==> config.mk <==
export PLATFORM = sky130hd
export DESIGN_NAME = shift_feed_buf_flat
export DESIGN_NICKNAME = d
export VERILOG_FILES = /design/src/rtl/shift_feed_buf_if.sv /design/src/rtl/shift_feed_buf.sv /design/src/flat_wrapper.sv
export SDC_FILE = /design/constraint.sdc
export NUM_CORES = 1
export LEC_CHECK = 0
export CAP_MARGIN = 20
export CORE_MARGIN = 1
export CORE_UTILIZATION = 45
export DETAILED_ROUTE_END_ITERATION = 12
export GPL_ROUTABILITY_DRIVEN = 0
export HOLD_SLACK_MARGIN = 0.02
export PLACE_DENSITY = 0.66
export SETUP_SLACK_MARGIN = 0.2
export SLEW_MARGIN = 20
export SYNTH_ARGS = -nofsm -noshare
export SYNTH_HDL_FRONTEND = slang
export SYNTH_SLANG_ARGS = --single-unit
==> constraint.sdc <==
create_clock -name clk -period 5.6 [get_ports clk]
set_clock_uncertainty 0.2 [all_clocks]
set_input_delay 1.68 -clock clk [delete_from_list [all_inputs] [get_ports clk]]
set_output_delay 1.68 -clock clk [all_outputs]
set_load 0.01 [all_outputs]
==> src/rtl/shift_feed_buf_if.sv <==
// shift_feed_buf_if
//   Bundles the producer handshake and the shift-stage feed signals of
//   shift_feed_buf so they can be passed around as one port.
//
//   Producer side : s_valid, s_data  -> buffer
//                   s_ready          <- buffer
//   Shift side    : sh_en, sh_data   <- buffer (registered word + strobe)
//   Status        : level, busy, drained <- buffer
//
//   master : the producer / observer of the buffer
//   slave  : the buffer itself
interface shift_feed_buf_if #(
  parameter int WIDTH = 32,
  parameter int DEPTH = 8
);
  localparam int LW = $clog2(DEPTH) + 1;

  logic             s_valid;
  logic [WIDTH-1:0] s_data;
  logic             s_ready;
  logic             sh_en;
  logic [WIDTH-1:0] sh_data;
  logic [LW-1:0]    level;
  logic             busy;
  logic             drained;

  modport master (
    output s_valid, s_data,
    input  s_ready, sh_en, sh_data, level, busy, drained
  );

  modport slave (
    input  s_valid, s_data,
    output s_ready, sh_en, sh_data, level, busy, drained
  );
endinterface

==> src/rtl/shift_feed_buf.sv <==
// shift_feed_buf
//   Upstream feeder for the shift register stage. Producer words are
//   accepted over a valid/ready handshake into a small circular FIFO. Once
//   THRESH words are buffered the block drains them back-to-back, one per
//   cycle, as sh_data plus an sh_en strobe. Words pushed while draining
//   extend the burst, so bursty input becomes contiguous enabled bursts.
//
//   Ports:
//     clk  - clock, rising edge
//     rst  - synchronous active-high reset; discards buffered words and
//            aborts any burst in progress
//     bus  - shift_feed_buf_if.slave
//            s_valid/s_data/s_ready : producer handshake (s_ready is
//                                     combinational, low while rst)
//            sh_en/sh_data          : registered feed to the shift stage
//            level                  : registered buffered-word count
//            busy                   : high while draining
//            drained                : one-cycle pulse after a burst empties
//                                     the buffer
module shift_feed_buf #(
  parameter int WIDTH  = 32,
  parameter int DEPTH  = 8,
  parameter int THRESH = 4
) (
  input  logic             clk,
  input  logic             rst,
  shift_feed_buf_if.slave  bus
);

  localparam int AW = $clog2(DEPTH);
  localparam int LW = AW + 1;

  localparam logic [LW-1:0] LVL_ZERO = {LW{1'b0}};
  localparam logic [LW-1:0] LVL_ONE  = LW'(1);
  localparam logic [LW-1:0] LVL_FULL = LW'(DEPTH);
  localparam logic [LW-1:0] LVL_THR  = LW'(THRESH);
  localparam logic [AW-1:0] PTR_ONE  = AW'(1);

  typedef enum logic [0:0] {
    ST_IDLE  = 1'b0,
    ST_DRAIN = 1'b1
  } state_t;

  logic [WIDTH-1:0] mem_q [DEPTH];
  logic [AW-1:0]    wr_ptr_q, wr_ptr_d;
  logic [AW-1:0]    rd_ptr_q, rd_ptr_d;
  logic [LW-1:0]    level_q, level_d;
  state_t           state_q;
  logic             sh_en_q;
  logic [WIDTH-1:0] sh_data_q;
  logic             busy_q;
  logic             drained_q;

  logic             ready_s;
  logic             push_s;
  logic             pop_s;
  logic             last_pop_s;

  // Handshake decode and next-state for pointers and level.
  always_comb begin
    ready_s    = (level_q != LVL_FULL) && !rst;
    push_s     = bus.s_valid && ready_s;
    pop_s      = (state_q == ST_DRAIN) && (level_q != LVL_ZERO);
    // The burst ends only when the final word leaves and nothing refills it.
    last_pop_s = pop_s && (level_q == LVL_ONE) && !push_s;

    if (push_s) begin
      wr_ptr_d = wr_ptr_q + PTR_ONE;
    end else begin
      wr_ptr_d = wr_ptr_q;
    end

    if (pop_s) begin
      rd_ptr_d = rd_ptr_q + PTR_ONE;
    end else begin
      rd_ptr_d = rd_ptr_q;
    end

    // Simultaneous push and pop leave the count unchanged.
    case ({push_s, pop_s})
      2'b10:   level_d = level_q + LVL_ONE;
      2'b01:   level_d = level_q - LVL_ONE;
      default: level_d = level_q;
    endcase
  end

  // Storage array; contents need no reset because level gates every read.
  always_ff @(posedge clk) begin
    if (push_s) begin
      mem_q[wr_ptr_q] <= bus.s_data;
    end
  end

  // Pointer, level and output-word registers.
  always_ff @(posedge clk) begin
    if (rst) begin
      wr_ptr_q  <= {AW{1'b0}};
      rd_ptr_q  <= {AW{1'b0}};
      level_q   <= LVL_ZERO;
      sh_en_q   <= 1'b0;
      sh_data_q <= {WIDTH{1'b0}};
    end else begin
      wr_ptr_q <= wr_ptr_d;
      rd_ptr_q <= rd_ptr_d;
      level_q  <= level_d;
      sh_en_q  <= pop_s;
      if (pop_s) begin
        sh_data_q <= mem_q[rd_ptr_q];
      end
    end
  end

  // Burst FSM with registered busy and drained outputs.
  always_ff @(posedge clk) begin
    if (rst) begin
      state_q   <= ST_IDLE;
      busy_q    <= 1'b0;
      drained_q <= 1'b0;
    end else begin
      case (state_q)
        ST_IDLE: begin
          drained_q <= 1'b0;
          // Uses the registered level, so a push on this edge cannot start it.
          if (level_q >= LVL_THR) begin
            state_q <= ST_DRAIN;
            busy_q  <= 1'b1;
          end else begin
            state_q <= ST_IDLE;
            busy_q  <= 1'b0;
          end
        end
        ST_DRAIN: begin
          if (last_pop_s) begin
            state_q   <= ST_IDLE;
            busy_q    <= 1'b0;
            drained_q <= 1'b1;
          end else begin
            state_q   <= ST_DRAIN;
            busy_q    <= 1'b1;
            drained_q <= 1'b0;
          end
        end
        default: begin
          state_q   <= ST_IDLE;
          busy_q    <= 1'b0;
          drained_q <= 1'b0;
        end
      endcase
    end
  end

  assign bus.s_ready = ready_s;
  assign bus.sh_en   = sh_en_q;
  assign bus.sh_data = sh_data_q;
  assign bus.level   = level_q;
  assign bus.busy    = busy_q;
  assign bus.drained = drained_q;

endmodule

==> src/flat_wrapper.sv <==
// flat-port wrapper written by rule: the top's interface ports become plain ports
module shift_feed_buf_flat 
#(
  parameter int WIDTH  = 32,
  parameter int DEPTH  = 8,
  parameter int THRESH = 4
)
  (clk, rst, bus_s_valid, bus_s_data, bus_s_ready, bus_sh_en, bus_sh_data, bus_level, bus_busy, bus_drained);
  shift_feed_buf_if #(.WIDTH(WIDTH), .DEPTH(DEPTH)) bus_i ();
  input  logic clk;
  input  logic rst;
  input wire logic [$bits(bus_i.s_valid)-1:0] bus_s_valid;
  input wire logic [$bits(bus_i.s_data)-1:0] bus_s_data;
  output wire logic [$bits(bus_i.s_ready)-1:0] bus_s_ready;
  output wire logic [$bits(bus_i.sh_en)-1:0] bus_sh_en;
  output wire logic [$bits(bus_i.sh_data)-1:0] bus_sh_data;
  output wire logic [$bits(bus_i.level)-1:0] bus_level;
  output wire logic [$bits(bus_i.busy)-1:0] bus_busy;
  output wire logic [$bits(bus_i.drained)-1:0] bus_drained;
  assign bus_i.s_valid = bus_s_valid;
  assign bus_i.s_data = bus_s_data;
  assign bus_s_ready = bus_i.s_ready;
  assign bus_sh_en = bus_i.sh_en;
  assign bus_sh_data = bus_i.sh_data;
  assign bus_level = bus_i.level;
  assign bus_busy = bus_i.busy;
  assign bus_drained = bus_i.drained;
  shift_feed_buf #(.WIDTH(WIDTH), .DEPTH(DEPTH), .THRESH(THRESH)) u_core (.clk(clk), .rst(rst), .bus(bus_i));
endmodule
==> qor.yml <==
synthesis:
  syn_area_mm2: 0.0116
  synth.distinct_cells: 37
  yosysWarnings: 0
  synth_edf_count: 256
  synth-seq-area-share_pct: 74.0
  synth_nets: 740
  netlist_instances: 699
  synth_area_per_cell_um2: 16.6
  synth-seq-cells: 301
  synthArstFlopShare_pct: 0
  synth_flop_cell: "edfxtp_1"
clocking:
  insertion_delay_ns: 0.53
  h-tree-depth: 1
  ctsHoldBuffers: 0
  cts_resized: 0
  root_buffer: "clkbuf_16"
  post-cts-setup-buffer-count: 0
  clock_path_buffers: 3
  tritoncts: "done"
  cts.sinks: 301
  clk_pin_slew_worst_paths_ns: 0.06
  cts_buffers: 29
global_route:
  gr-total-overflow: 0
  grt_pass1_wl_um: 36500
  antenna_found_initial: 0
  grt_pass1_vias: 6344
  grt_max_degree: 48
  grt.total_usage_pct: 18.1
routing:
  wl_um: 23400
  firstDrtPassIters: 5
  viasPerCell: 5.42
  drt_iter0_drc: 576
  vias: 6170
  wl_per_cell_um: 20.6
  drc: 0
  ant_nets: 0
critical_path:
  critPathLaunchType: "input port"
  worstPathRequired_ns: 3.72
  crit_path_max_incr_delay_ns: 0.53
  crit_chain: "buf_2 > nor2b_1 > clkdlybuf4s50_1"
  crit_type: "input port to primary output"
  crit_fanout: 2
  crit_arrival_ns: 2.42
  ff2ff_setup_slack_ns: 2.70
  crit_slowest_cell: "clkdlybuf4s50_1"
  cp_top_family: "buffers and inverters"
  critPathCaptureType: "primary output"
  critical_path_buf_inv_count: 2
floorplan:
  core_area_mm2: 0.0253
  start_util_pct: 45.9
  pin_count: 75
  placementRows: 58
  fp.dieW_um: 163
  die-area_mm2: 0.0264
  die_h_um: 163
run_status:
  status: "completed"
placed_design:
  dp_hpwl_um: 14000
  io_buffers: 74
  dp_cells: 1085
cells_and_area:
  fin_util_pct: 53.5
  multi_input_area_mm2: 0.00276
  fin_nets: 827
  n_fill_cell: 2023
  seq_area_mm2: 0.00859
  finalNonFillerCells: 1138
  syn2layout_area_growth_pct: 16.6
  drive_above_1_share_pct: 11.0
  insertedDiodeCount: 0
power_and_ir_drop:
  p_leak_nw: 4.10
  power.density_mw_per_mm2: 320
  peakVddDrop_mv: 0.257
timing:
  rsz0062_at_grt: "false"
  setup_viol: 0
  finalCritPeriodShare_pct: 76.8
  worstMarginPinSlew_ns: 0.816
  tns_ns: 0
  slew_violations: 0
  relSlewSlack_pct: 45.6
  hold_viol: 0
  fin_crit_ns: 4.30
  max_freq_mhz: 233
flow_run:
  drv_cap: 0
min_path:
  worstHoldPathType: "register to register"
==> cells in the mapped netlist (2+ instances only) <==
| cell type | n | share of area [%] |
|---|---|---|
| nor3_1 | 22 | 0.95 |
| nor2b_1 | 4 | 0.22 |
| buf_8 | 5 | 0.65 |
| inv_1 | 3 | 0.097 |
| edfxtp_1 | 256 | 66 |
| dfxtp_1 | 45 | 7.8 |
| nand3b_1 | 2 | 0.13 |
| ha_1 | 6 | 0.65 |
| mux2i_1 | 129 | 11 |
| nand2b_1 | 3 | 0.16 |
| nand2_1 | 8 | 0.26 |
| buf_6 | 7 | 0.68 |
| and2_1 | 2 | 0.11 |
| a21oi_1 | 35 | 1.5 |
| nor3_2 | 14 | 1.2 |
| buf_2 | 16 | 0.69 |
| a22oi_1 | 64 | 4.1 |
| clkbuf_1 | 9 | 0.29 |
| xor2_1 | 4 | 0.30 |
| xnor2_1 | 3 | 0.23 |
| nor2_1 | 46 | 1.5 |
==> final cells by class <==
cell class / count / share of cell area, %
inverters: 4 / 0.111
flip-flops and latches: 301 / 63.5
clock inverters: 14 / 0.500
clock buffers: 39 / 5.64
repair buffers: 97 / 6.72
multi-input cells: 353 / 20.4
well taps: 330 / 3.05
==> flip-flops by register name (all words and copies together) (netlist names) <==
register,count
u_core.bus.drained,1
u_core.bus.level,4
u_core.bus.sh_data,32
u_core.bus.sh_en,1
u_core.mem_q,256
u_core.rd_ptr_q,3
u_core.state_q,1
u_core.wr_ptr_q,3
==> power breakdown <==
part / internal (mW) / total, mW / switching [mW]
logic: 0.0496 / 0.130 / 0.0808
clock network: 0.952 / 1.72 / 0.773
registers: 2.46 / 2.47 / 0.0131
total: 3.46 / 4.33 / 0.867
==> metal layers <==
layer / part of all wire [%] / GRT usage [%]
met1: 45 / 25.5
met2: 49 / 30.0
met3: 4.5 / 2.27
met4: 1.5 / 4.25
met5: 0 / 0
==> through the flow <==
stage	instance area, um2	hold slack [ns]	total power, mW	setup slack (ns)
6_report	13500	0.293	4.33	1.30
5_1_grt	13500	0.322	4.47	1.25
4_1_cts	13500	0.301	4.36	1.29
3_5_place_dp	12700	0.289	2.65	1.18
3_3_place_gp	12700	0.290	2.64	1.19
2_1_floorplan	11600	0.282	2.57	0.400
==> layout by cell type, fill, tap and decap left out, types with 3 or more instances in the layout <==
| cell type | n |
|---|---|
| edfxtp_1 | 256 |
| mux2i_1 | 129 |
| clkdlybuf4s50_1 | 73 |
| a22oi_1 | 64 |
| dfxtp_1 | 44 |
| nor2_1 | 42 |
| a21oi_1 | 35 |
| clkbuf_16 | 29 |
| buf_4 | 23 |
| nor3_2 | 18 |
| nor3_1 | 18 |
| clkbuf_1 | 10 |
| nand2_1 | 8 |
| clkinv_1 | 7 |
| ha_1 | 6 |
| clkinv_2 | 5 |
| xor2_1 | 4 |
| nand2b_1 | 3 |
| inv_1 | 3 |
| nor2_4 | 3 |
| xnor2_1 | 3 |
==> logic make-up (layout without fill, tap and decap cells) <==
logic type | Yosys count | count (layout) | synth area share, %
flip-flops | 301 | 301 | 74.0
multiplexers | 129 | 129 | 11.1
AND/OR/NAND/NOR | 107 | 107 | 4.91
AO/OA/AOI/OAI | 104 | 104 | 5.98
buffers and inverters | 45 | 154 | 2.77
XOR/XNOR | 7 | 7 | 0.529
adder cells (fa/ha/maj) | 6 | 6 | 0.647
==> worst reg2reg max path: cells and delay by family, from the launching register on <==
family / cells / cell delay (ns)
fa+ha+maj: 1 / 0.25
buf+inv: 2 / 0.43
flops: 1 / 0.47
simple gates: 4 / 1.22
==> final timing paths <==
kind                                                         start                                  to  cells past startpoint
worst max-delay path                                           rst                         bus_s_ready                      3
worst min-delay path            u_core.bus.sh_data[0]$_SDFFE_PP0P_  u_core.bus.sh_data[0]$_SDFFE_PP0P_                      2
worst max register to register    u_core.bus.level[0]$_SDFFE_PP0P_       u_core.mem_q[5][24]$_DFFE_PP_                      7
worst min register to register  u_core.bus.sh_data[0]$_SDFFE_PP0P_  u_core.bus.sh_data[0]$_SDFFE_PP0P_                      2
No activity file was read; power rests on OpenSTA's default activity.
